===== config.mk =====
export PLATFORM = sky130hd
export DESIGN_NAME = bus_resp_mux
export DESIGN_NICKNAME = d
export VERILOG_FILES = /design/src/rtl/bus_pkg.sv /design/src/rtl/bus_resp_mux.sv
export SDC_FILE = /design/constraint.sdc
export NUM_CORES = 1
export LEC_CHECK = 0
export BUFFER_PORTS_ARGS = -buffer_cell sky130_fd_sc_hd__clkbuf_2
export CAP_MARGIN = 15
export CORE_MARGIN = 5
export CORE_UTILIZATION = 43
export CTS_BUF_LIST = sky130_fd_sc_hd__clkbuf_16
export DETAILED_ROUTE_END_ITERATION = 10
export PLACE_DENSITY = 0.85
export SETUP_SLACK_MARGIN = 0.02
export SYNTH_ARGS = -nofsm -noshare
export SYNTH_HDL_FRONTEND = slang
export SYNTH_SLANG_ARGS = --single-unit
export TNS_END_PERCENT = 30

===== constraint.sdc =====
create_clock -name clk -period 5.7 [get_ports clk]
set_input_delay 0.57 -clock clk [delete_from_list [all_inputs] [get_ports clk]]
set_output_delay 0.57 -clock clk [all_outputs]
set_load 0.05 [all_outputs]

===== src/rtl/bus_pkg.sv =====
// rtl/bus_pkg.sv - shared bus select, response FSM state and HRESP encodings
//
// Purpose: types shared by the address decoder and the data-phase response
//          multiplexer, so both sides agree on the SELR encoding.
// Ports:   none (package).

package bus_pkg;

   // Decoder select, registered by the decoder and consumed in the data phase.
   typedef enum logic [1:0] {
      SEL_NONE = 2'b00,
      SEL_4K   = 2'b01,
      SEL_2K1  = 2'b10,
      SEL_2K2  = 2'b11
   } sel_t;

   // Data-phase response FSM states.
   typedef enum logic [2:0] {
      ST_IDLE,
      ST_DFIRST,
      ST_DWAIT,
      ST_ERR1,
      ST_ERR2
   } resp_state_t;

   localparam logic HRESP_OKAY  = 1'b0;
   localparam logic HRESP_ERROR = 1'b1;

endpackage


===== src/rtl/bus_resp_mux.sv =====
// rtl/bus_resp_mux.sv - data-phase response mux, select hold and default slave
//
// Purpose: returns HRDATA/HREADY/HRESP from the slave picked by the decoder's
//          registered SELR, holds that slave across wait states, and answers
//          unmapped accesses with a two-cycle ERROR response (counted).
// Ports:
//   clk            bus clock, rising edge
//   rst            asynchronous active-low reset
//   HTRANS_VALID   master presents a valid address phase
//   SELR           registered decoder select, valid in the data-phase cycle
//   HRDATA_*       slave read data (4K, 2K1, 2K2)
//   HREADYOUT_*    slave ready (1 = data phase completes this cycle)
//   HRDATA         read data to master
//   HREADY         bus ready to master and decoder
//   HRESP          0 OKAY, 1 ERROR
//   ERR_CNT        saturating count of error responses issued

module bus_resp_mux
   import bus_pkg::*;
#(
   parameter int DATA_W    = 16,
   parameter int ERR_CNT_W = 8
) (
   input  logic                 clk,
   input  logic                 rst,
   input  logic                 HTRANS_VALID,
   input  logic [1:0]           SELR,
   input  logic [DATA_W-1:0]    HRDATA_4K,
   input  logic [DATA_W-1:0]    HRDATA_2K1,
   input  logic [DATA_W-1:0]    HRDATA_2K2,
   input  logic                 HREADYOUT_4K,
   input  logic                 HREADYOUT_2K1,
   input  logic                 HREADYOUT_2K2,
   output logic [DATA_W-1:0]    HRDATA,
   output logic                 HREADY,
   output logic                 HRESP,
   output logic [ERR_CNT_W-1:0] ERR_CNT
);

   resp_state_t          state_q, state_d;
   sel_t                 sel_q, sel_d;
   sel_t                 act_sel;
   logic [ERR_CNT_W-1:0] err_cnt_q;
   logic                 err_inc;
   logic                 slv_rdy;
   logic [DATA_W-1:0]    slv_data;

   // SELR tracks HADDR every cycle, so it is only trusted in the first
   // data-phase cycle; wait states use the copy captured then.
   assign act_sel = (state_q == ST_DFIRST) ? sel_t'(SELR) : sel_q;

   always_comb begin
      slv_rdy  = 1'b1;
      slv_data = '0;
      case (act_sel)
         SEL_4K:  begin slv_rdy = HREADYOUT_4K;  slv_data = HRDATA_4K;  end
         SEL_2K1: begin slv_rdy = HREADYOUT_2K1; slv_data = HRDATA_2K1; end
         SEL_2K2: begin slv_rdy = HREADYOUT_2K2; slv_data = HRDATA_2K2; end
         default: begin slv_rdy = 1'b1;          slv_data = '0;         end
      endcase
   end

   // In every branch that tests HTRANS_VALID for acceptance HREADY is 1, so
   // HTRANS_VALID alone stands for "address phase accepted" there.
   always_comb begin
      state_d = state_q;
      sel_d   = sel_q;
      HREADY  = 1'b1;
      HRESP   = HRESP_OKAY;
      HRDATA  = '0;
      err_inc = 1'b0;
      case (state_q)
         ST_IDLE: begin
            if (HTRANS_VALID) state_d = ST_DFIRST;
         end
         ST_DFIRST, ST_DWAIT: begin
            if (state_q == ST_DFIRST) sel_d = act_sel;
            if (act_sel == SEL_NONE) begin
               // Unmapped: this cycle is the first error cycle.
               HREADY  = 1'b0;
               HRESP   = HRESP_ERROR;
               state_d = ST_ERR2;
            end else begin
               HRDATA = slv_data;
               HREADY = slv_rdy;
               if (!slv_rdy)          state_d = ST_DWAIT;
               else if (HTRANS_VALID) state_d = ST_DFIRST;
               else                   state_d = ST_IDLE;
            end
         end
         ST_ERR1: begin
            HREADY  = 1'b0;
            HRESP   = HRESP_ERROR;
            state_d = ST_ERR2;
         end
         ST_ERR2: begin
            HREADY  = 1'b1;
            HRESP   = HRESP_ERROR;
            err_inc = 1'b1;
            state_d = HTRANS_VALID ? ST_DFIRST : ST_IDLE;
         end
         default: state_d = ST_IDLE;
      endcase
   end

   always_ff @(posedge clk or negedge rst) begin
      if (!rst) begin
         state_q   <= ST_IDLE;
         sel_q     <= SEL_NONE;
         err_cnt_q <= '0;
      end else begin
         state_q <= state_d;
         sel_q   <= sel_d;
         if (err_inc && (err_cnt_q != {ERR_CNT_W{1'b1}}))
            err_cnt_q <= err_cnt_q + ERR_CNT_W'(1);
      end
   end

   assign ERR_CNT = err_cnt_q;

endmodule


==> results_dict.tcl, run 1 <==
set metrics [dict create \
    num_rows 18 \
    antenna_cells 0 \
    clock_sinks 13 \
    crit_path_start "state_q[2]" \
    cp_max_fo 17 \
    timing_hold_violations_final 0 \
    layout_common_cells "81 x clkbuf_2, 19 x mux2i_1, 16 x o2bb2ai_1" \
    cts-hold-fix-buffers 0 \
    clock_skew_ns 0.00518 \
    cts-root-buf "clkbuf_16" \
    required_ns 5.13 \
    grt_pass1_wl_um 5430 \
    cts_max_path_buffers 2 \
    synth_largest_area_cell "dfrtp_1" \
    drt_first_pass_iters 4 \
    power.density_mw_per_mm2 626 \
    arrival_ns 2.55 \
    regToRegEndpoint "sel_q[0]" \
    wl_um 3390 \
    cts_resized 0 \
    start_util_pct 44.7 \
    reg2regPathDepth 3 \
    r2r_slack_ns 3.84 \
    final_common_cell "clkbuf_2" \
    yosysSeqAreaShare_pct 29.4 \
    dpl_cell_area_mm2 0.00151 \
    die_w_um 60.7 \
    drcViolationCount 0 \
    grt_setup_unrepaired "false" \
    clk_pin_slew_ns 0.05 \
    drt_iter0_drc 84 \
    syn_area_mm2 0.00111 \
    avgRoutedWirePerCell_um 15.4 \
    core_area_mm2 0.00248 \
    io_buffers 81 \
    path_class "reg -> out" \
    tritoncts "done" \
    syn-num-nets 166 \
    grt_max_degree 18 \
    grt_pass1_vias 1295 \
    grt_usage_pct 19.4 \
    syn_to_final_growth_pct 43.4 \
    synth_top_area_share_pct 29.4 \
    clk_latency_ns 0.24 \
    power.total_w 0.000995 \
    final_antenna_net_count 0 \
    yosys_warnings 0 \
    synthArstFlopShare_pct 100 \
    synth_flop_cell "dfrtp_1" \
    cts_setup_buffers 0 \
    die_h_um 60.7 \
    drive_above_1_share_pct 47.9 \
    finalSetupTns_ns 0 \
    placed_cells 216 \
    io_pins 82 \
    layout.nets 248 \
    grt_overflow_total 0 \
    htreeDepth 1 \
    synth_edf_count 0 \
    avgSynthCellArea_um2 10.2 \
    critical_path.endpoint "HRDATA[1]" \
    via_per_inst 5.60 \
    die-area_mm2 0.00369 \
    timing.fmax_ghz 0.321 \
    fin_crit_sh_pct 54.7 \
    cap_violations 0 \
    ys_ff_latch 13 \
    hpwl_um 2810 \
    gp_congestion 0.837 \
    synthTopCellsByArea "dfrtp_1 29%, mux2i_1 17%, o2bb2ai_1 13%" \
    crit_path_end_kind "primary output" \
    vias 1233 \
    period_needed_ns 3.12 \
    setup_violations 0 \
    maxSlewViolCount 0 \
    status "finished clean" \
    cts_made_buffers 3 \
    p_leak_nw 0.859 \
    min_path_type "in -> async" \
    antenna_found_initial 0 \
    peakVddDrop_mv 0.434 \
    synth.distinct_cells 38 \
    cp-start-kind "flop" \
    r2r-start "state_q[2]" \
    slew_headroom_pct 50.1 \
    final_cells 220 \
    worst_slew_pin_slew_ns 0.733 \
    synthCells 109 \
    design_area_mm2 0.00159 \
]
-- cell usage after synthesis, drive strengths merged (2+ instances only) --
cell type	n
nor3b	2
buf	4
o2bb2ai	16
nand2	6
and3	4
a211oi	2
a21oi	2
mux2	2
xor2	3
nor3	4
dfrtp	13
o21ai	2
inv	4
nor2	3
a41oi	2
a31oi	2
nand3	3
nor2b	2
mux2i	20
-- report_power, final --
| part | switching, W | internal (W) | total, W |
|---|---|---|---|
| sequential | 0.0000601 | 0.000128 | 0.000188 |
| combinational | 0.000467 | 0.000209 | 0.000677 |
| clock | 0.0000372 | 0.0000923 | 0.000130 |
| total | 0.000565 | 0.000430 | 0.000995 |
-- critical path, stage by stage, from the launching register on --
cell and delay (ns):
dfrtp_1 0.50, nor3b_4 0.39, mux2i_4 0.71, mux2i_1 0.20, o2bb2ai_1 0.19, clkbuf_2 0.31
-- kinds of logic after synthesis --
group	after synthesis	synth area share, %
AND/OR/NAND/NOR	28	15.9
XOR/XNOR	4	3.16
AO/OA/AOI/OAI	33	23.7
multiplexers	22	21.6
adder cells (fa/ha/maj)	1	1.13
flip-flops	13	29.4
buffers and inverters	8	5.08
-- layer usage --
layer	vias to the layer above	routed length, um	global-route usage [%]
met5	-	0	0
met4	0	53	7.12
met3	7	340	4.47
met2	62	1760	36.3
met1	575	1240	21.2
li1	589	-	-
-- registers in the layout, indices dropped and copies added (netlist names) --
name / count
sel_q: 2
state_q: 3
ERR_CNT: 8
-- stage by stage --
step                setup WS (ns)  hold WS, ns  util (%)
detailed placement           2.85        0.485      60.9
CTS                          2.58        0.227      64.1
global placement             2.96        0.473      60.9
floorplan                    2.84        0.274         -
global route                 2.39        0.253      64.1
finish                       2.58        0.217      64.1
-- layout make-up --
cell class	instances	area [um2]
fillers	220	890
multi-input cells	88	726
repair buffers	81	405
flip-flops and latches	13	325
clock buffers	3	75.1
well taps	30	37.5
inverters	4	15.0
clock inverters	1	3.75
-- worst min-delay path by stage --
stage / slack (ns) / endpoint / startpoint / cells after the start
after global placement: 0.47 / ERR_CNT[0] / rst / 1
final: 0.22 / state_q[0] / rst / 1
after CTS: 0.23 / ERR_CNT[1] / rst / 1
after detailed placement: 0.48 / ERR_CNT[1] / rst / 1
after floorplan: 0.27 / ERR_CNT[0] / rst / 0
after global routing: 0.25 / state_q[0] / rst / 1
Power figures use the tool's default switching activity.
==> run 2: changes to the inputs <==
Settings changed: CORE_UTILIZATION 43 to 40, PLACE_DENSITY 0.85 to 0.8.
Clock period 5.7 ns to 3 ns, I/O delays scaled along.
==> run 2 against run 1 <==
Die area rose by 6.3%. Hold slack improved by 0.10 ns. Non-clock buffer count rose by 2. Combinational power rose by 91%. Clock skew fell by 0.0047 ns. Largest cell class unchanged. Register-to-register slack got worse by 2.6 ns.
==> results_dict.tcl, run 2 (synthesis results as in run 1) <==
set metrics [dict create \
    grt_pass1_wl_um 5630 \
    largest_register_ffs 8 \
    grt_max_degree 18 \
    setup_violations 0 \
    core_area_mm2 0.00271 \
    layout_common_cells "81 x clkbuf_2, 19 x mux2i_1, 16 x o2bb2ai_1" \
    drcViolationCount 0 \
    avgRoutedWirePerCell_um 15.1 \
    cts_made_buffers 3 \
    timing_hold_violations_final 0 \
    peakVddDrop_mv 0.871 \
    via_per_inst 5.51 \
    num-fill-cells 256 \
    hold_start "HTRANS_VALID" \
    cts-root-buf "clkbuf_16" \
    grt_overflow_total 0 \
    die_w_um 62.6 \
    gp_congestion 0.851 \
    reg2regPathDepth 4 \
    fin_hold_ws_ns 0.319 \
    cp_max_fo 16 \
    die_h_um 62.6 \
    maxSlewViolCount 0 \
    cap_violations 0 \
    final_common_cell "clkbuf_2" \
    num_rows 19 \
    fin_crit_sh_pct 93.6 \
    final_antenna_net_count 0 \
    grt_pass1_vias 1313 \
    status "finished clean" \
    arrival_ns 2.51 \
    hpwl_um 2910 \
    antenna_cells 0 \
    hold_depth 3 \
    power.density_mw_per_mm2 1180 \
    die-area_mm2 0.00392 \
    period_needed_ns 2.81 \
    crit_path_end_kind "primary output" \
    start_util_pct 40.9 \
    htreeDepth 1 \
    grt_usage_pct 17.4 \
    tritoncts "done" \
    min_path_type "in -> reg" \
    clock_sinks 13 \
    required_ns 2.70 \
    path_class "reg -> out" \
    clock_skew_ns 0.000510 \
    cts_max_path_buffers 2 \
    r2r_slack_ns 1.22 \
    cts_setup_buffers 0 \
    p_leak_nw 0.868 \
    hold-path-endpoint "state_q[0]" \
    cp-start-kind "flop" \
    syn_to_final_growth_pct 45.1 \
    io_pins 82 \
    timing.fmax_ghz 0.356 \
    layout.nets 250 \
    io_buffers 81 \
    clk_latency_ns 0.24 \
    vias 1229 \
    r2r-start "ERR_CNT[3]" \
    drive_above_1_share_pct 47.9 \
    clk_pin_slew_ns 0.04 \
    wl_um 3370 \
    worst_slew_pin_slew_ns 0.602 \
    antenna_found_initial 0 \
    drt_first_pass_iters 4 \
    drt_iter0_drc 26 \
    regToRegEndpoint "ERR_CNT[1]" \
    finalSetupTns_ns 0 \
    slew_headroom_pct 59.7 \
    grt_setup_unrepaired "false" \
]
[run 2: critical path, stage by stage (launching register included)]
cell       delay [ns]
dfrtp_1          0.49
nor3b_4          0.38
mux2_4           0.36
nor3_4           0.52
o2bb2ai_1        0.20
clkbuf_2         0.31
[run 2: timing repair]
item | 4_1_cts | 5_1_grt
hold endpoints to repair | 13 | 0
resized for setup | 0 | 0
hold buffers | 1 | 0
[run 2: per-stage QoR]
stage	instance area [um2]	std cells	util, %	setup slack (ns)	total power [W]
final	1610	223	59.3	0.193	0.00189
after detailed placement	1520	218	56.0	0.441	0.00166
after floorplan	1110	109	-	0.409	0.00140
after CTS	1610	223	59.3	0.164	0.00192
after global placement	1520	218	56.0	0.512	0.00163
after global routing	1610	223	59.3	0.0602	0.00201
[run 2: area by class of cell]
class | instances | area (um2) | share of cell area [%]
well taps | 31 | 38.8 | 2.41
repair buffers | 83 | 423 | 26.3
inverters | 4 | 15.0 | 0.935
clock inverters | 1 | 3.75 | 0.234
clock buffers | 3 | 75.1 | 4.67
flip-flops and latches | 13 | 325 | 20.2
multi-input cells | 88 | 726 | 45.2
[run 2: metal layers]
layer / share of wire [%] / wire length (um) / global-route usage (%)
met2: 47 / 1580 / 28.1
met5: 0 / 0 / 0
met4: 4.2 / 143 / 9.55
met1: 37 / 1250 / 19.6
met3: 12 / 388 / 6.65
[run 2: worst max-delay path by stage]
stage / depth (start not counted) / slack (ns) / from / endpoint
after floorplan: 6 / 0.41 / state_q[2] / HRDATA[10]
after global placement: 5 / 0.51 / state_q[2] / HRDATA[1]
after detailed placement: 5 / 0.44 / state_q[2] / HRDATA[4]
after CTS: 5 / 0.16 / state_q[2] / HRDATA[4]
after global routing: 5 / 0.06 / state_q[2] / HRDATA[4]
final: 5 / 0.19 / state_q[2] / HRDATA[4]
[run 2: report_power, final]
| group | internal [W] | switching (W) | total [W] | leakage (nW) |
|---|---|---|---|---|
| Sequential | 0.000244 | 0.000111 | 0.000355 | 0.165 |
| Clock | 0.000176 | 0.0000716 | 0.000247 | 0.0423 |
| Combinational | 0.000407 | 0.000886 | 0.00129 | 0.661 |
| Total | 0.000826 | 0.00107 | 0.00189 | 0.868 |
==> run 3: changes to the inputs <==
Settings changed: CTS_BUF_LIST sky130_fd_sc_hd__clkbuf_16 to not set.
==> run 3 against run 2 <==
Clock skew is 0.00053 ns higher. Sequential share of layout area grew 0.68 points. Utilization down 1.9 points. Global-route usage down 0.22 points. Die area unchanged. Critical path depth unchanged. Routed wire length up 0.98%. Sequential power is essentially flat. Register-to-register slack lost 0.02 ns. Hold slack worse by 0.059 ns. Via count decreased by 0.73%.
==> results_dict.tcl, run 3 (synthesis results as in run 1) <==
set metrics [dict create \
    status "finished clean" \
    syn_to_final_growth_pct 40.3 \
    clk_latency_ns 0.28 \
    via_per_inst 5.47 \
    drt_iter0_drc 23 \
    die_w_um 62.6 \
    final_antenna_net_count 0 \
    antenna_found_initial 0 \
    htreeDepth 1 \
    drt_first_pass_iters 4 \
    finalSetupTns_ns 0 \
    power.density_mw_per_mm2 1130 \
    peakVddDrop_mv 0.859 \
    core_area_mm2 0.00271 \
    hpwl_um 2910 \
    clk_pin_slew_ns 0.08 \
    antenna_cells 0 \
    cts_resized 0 \
    crit_path_end_kind "primary output" \
    vias 1220 \
    grt_usage_pct 17.2 \
    cp_max_fo 16 \
    fin_hold_ws_ns 0.260 \
    period_needed_ns 2.81 \
    arrival_ns 2.51 \
    cts-root-buf "clkbuf_4" \
    start_util_pct 40.9 \
    timing.fmax_ghz 0.355 \
    layout.nets 250 \
    grt_overflow_total 0 \
    cap_violations 0 \
    grt_pass1_vias 1297 \
    gp_congestion 0.851 \
    p_leak_nw 0.841 \
    power.share.switching_pct 60.2 \
    comb_power_share_pct 73.5 \
    fin_crit_sh_pct 93.8 \
    path_class "reg -> out" \
    required_ns 2.70 \
    cts_max_path_buffers 2 \
    io_pins 82 \
    p_switching_w 0.00106 \
    drcViolationCount 0 \
    avgRoutedWirePerCell_um 15.2 \
    slew_headroom_pct 59.9 \
    clock_sinks 13 \
    power.total_w 0.00176 \
    grt_setup_unrepaired "false" \
    tritoncts "done" \
    timing_hold_violations_final 0 \
    worst_slew_pin_slew_ns 0.599 \
    final_common_cell "clkbuf_2" \
    largest_register_ffs 8 \
    wl_um 3400 \
    cts_made_buffers 3 \
    die-area_mm2 0.00392 \
    io_buffers 81 \
    clock_skew_ns 0.00104 \
    setup_violations 0 \
    cts_setup_buffers 0 \
    clkPwrFrac_pct 6.3 \
    grt_max_degree 18 \
    maxSlewViolCount 0 \
    drive_above_1_share_pct 47.9 \
    min_path_type "in -> reg" \
    num_rows 19 \
    cp-start-kind "flop" \
    grt_pass1_wl_um 5580 \
    internal_power_w 0.000701 \
    layout_common_cells "81 x clkbuf_2, 19 x mux2i_1, 16 x o2bb2ai_1" \
    power_frac_seq_pct 20.2 \
    fin_util_pct 57.3 \
    die_h_um 62.6 \
]
-- run 3: changes by cell type in the layout (fill, tap and decap cells not counted), sizes merged --
cell / delta
clkbuf: +1
inv: -1
-- run 3: power by group through the flow --
stage	combinational (W)	sequential (W)	clock (W)
2_1_floorplan	0.000958	0.000445	0
3_3_place_gp	0.00128	0.000351	0
3_5_place_dp	0.00130	0.000357	0
4_1_cts	0.00131	0.000355	0.000114
5_1_grt	0.00137	0.000373	0.000125
6_report	0.00130	0.000355	0.000111
-- run 3: final cells by class --
cell class	count	area [um2]
clock buffers	4	26.3
well taps	31	38.8
fillers	259	1160
inverters	4	15.0
repair buffers	83	423
flip-flops and latches	13	325
multi-input cells	88	726
-- run 3: worst paths after layout --
path	start	to	slack, ns	depth (start not counted)
max in group asynchronous	rst	sel_q[1]	2.33	2
max	state_q[2]	HRDATA[4]	0.19	5
min	HTRANS_VALID	state_q[0]	0.26	3
min reg2reg	ERR_CNT[5]	ERR_CNT[5]	0.52	1
min in group asynchronous	rst	ERR_CNT[4]	0.44	2
max reg2reg	ERR_CNT[3]	ERR_CNT[1]	1.20	4
-- run 3: timing repair --
| action | 4_1_cts | 5_1_grt |
|---|---|---|
| hold buffers | 1 | 0 |
| endpoints found under the hold margin | 13 | 0 |
| endpoints found under the setup margin | 0 | 2 |
-- run 3: per-stage QoR --
step	std cells	area (um2)	worst slack (ns)
4_1_cts	223	1550	0.112
6_report	223	1550	0.185
3_5_place_dp	218	1520	0.441
3_3_place_gp	218	1520	0.512
2_1_floorplan	109	1110	0.409
5_1_grt	223	1550	0.0504
-- run 3: metal layers --
layer | global-route usage (%) | wire, um
met5 | 0 | 0
met4 | 7.96 | 123
met3 | 6.29 | 368
met2 | 28.1 | 1610
met1 | 19.8 | 1300
-- run 3: critical path, cell delays in order, from the launching register on --
cell and delay [ns]:
dfrtp_1 0.51, nor3b_4 0.38, mux2_4 0.35, nor3_4 0.47, o2bb2ai_1 0.20, clkbuf_2 0.31
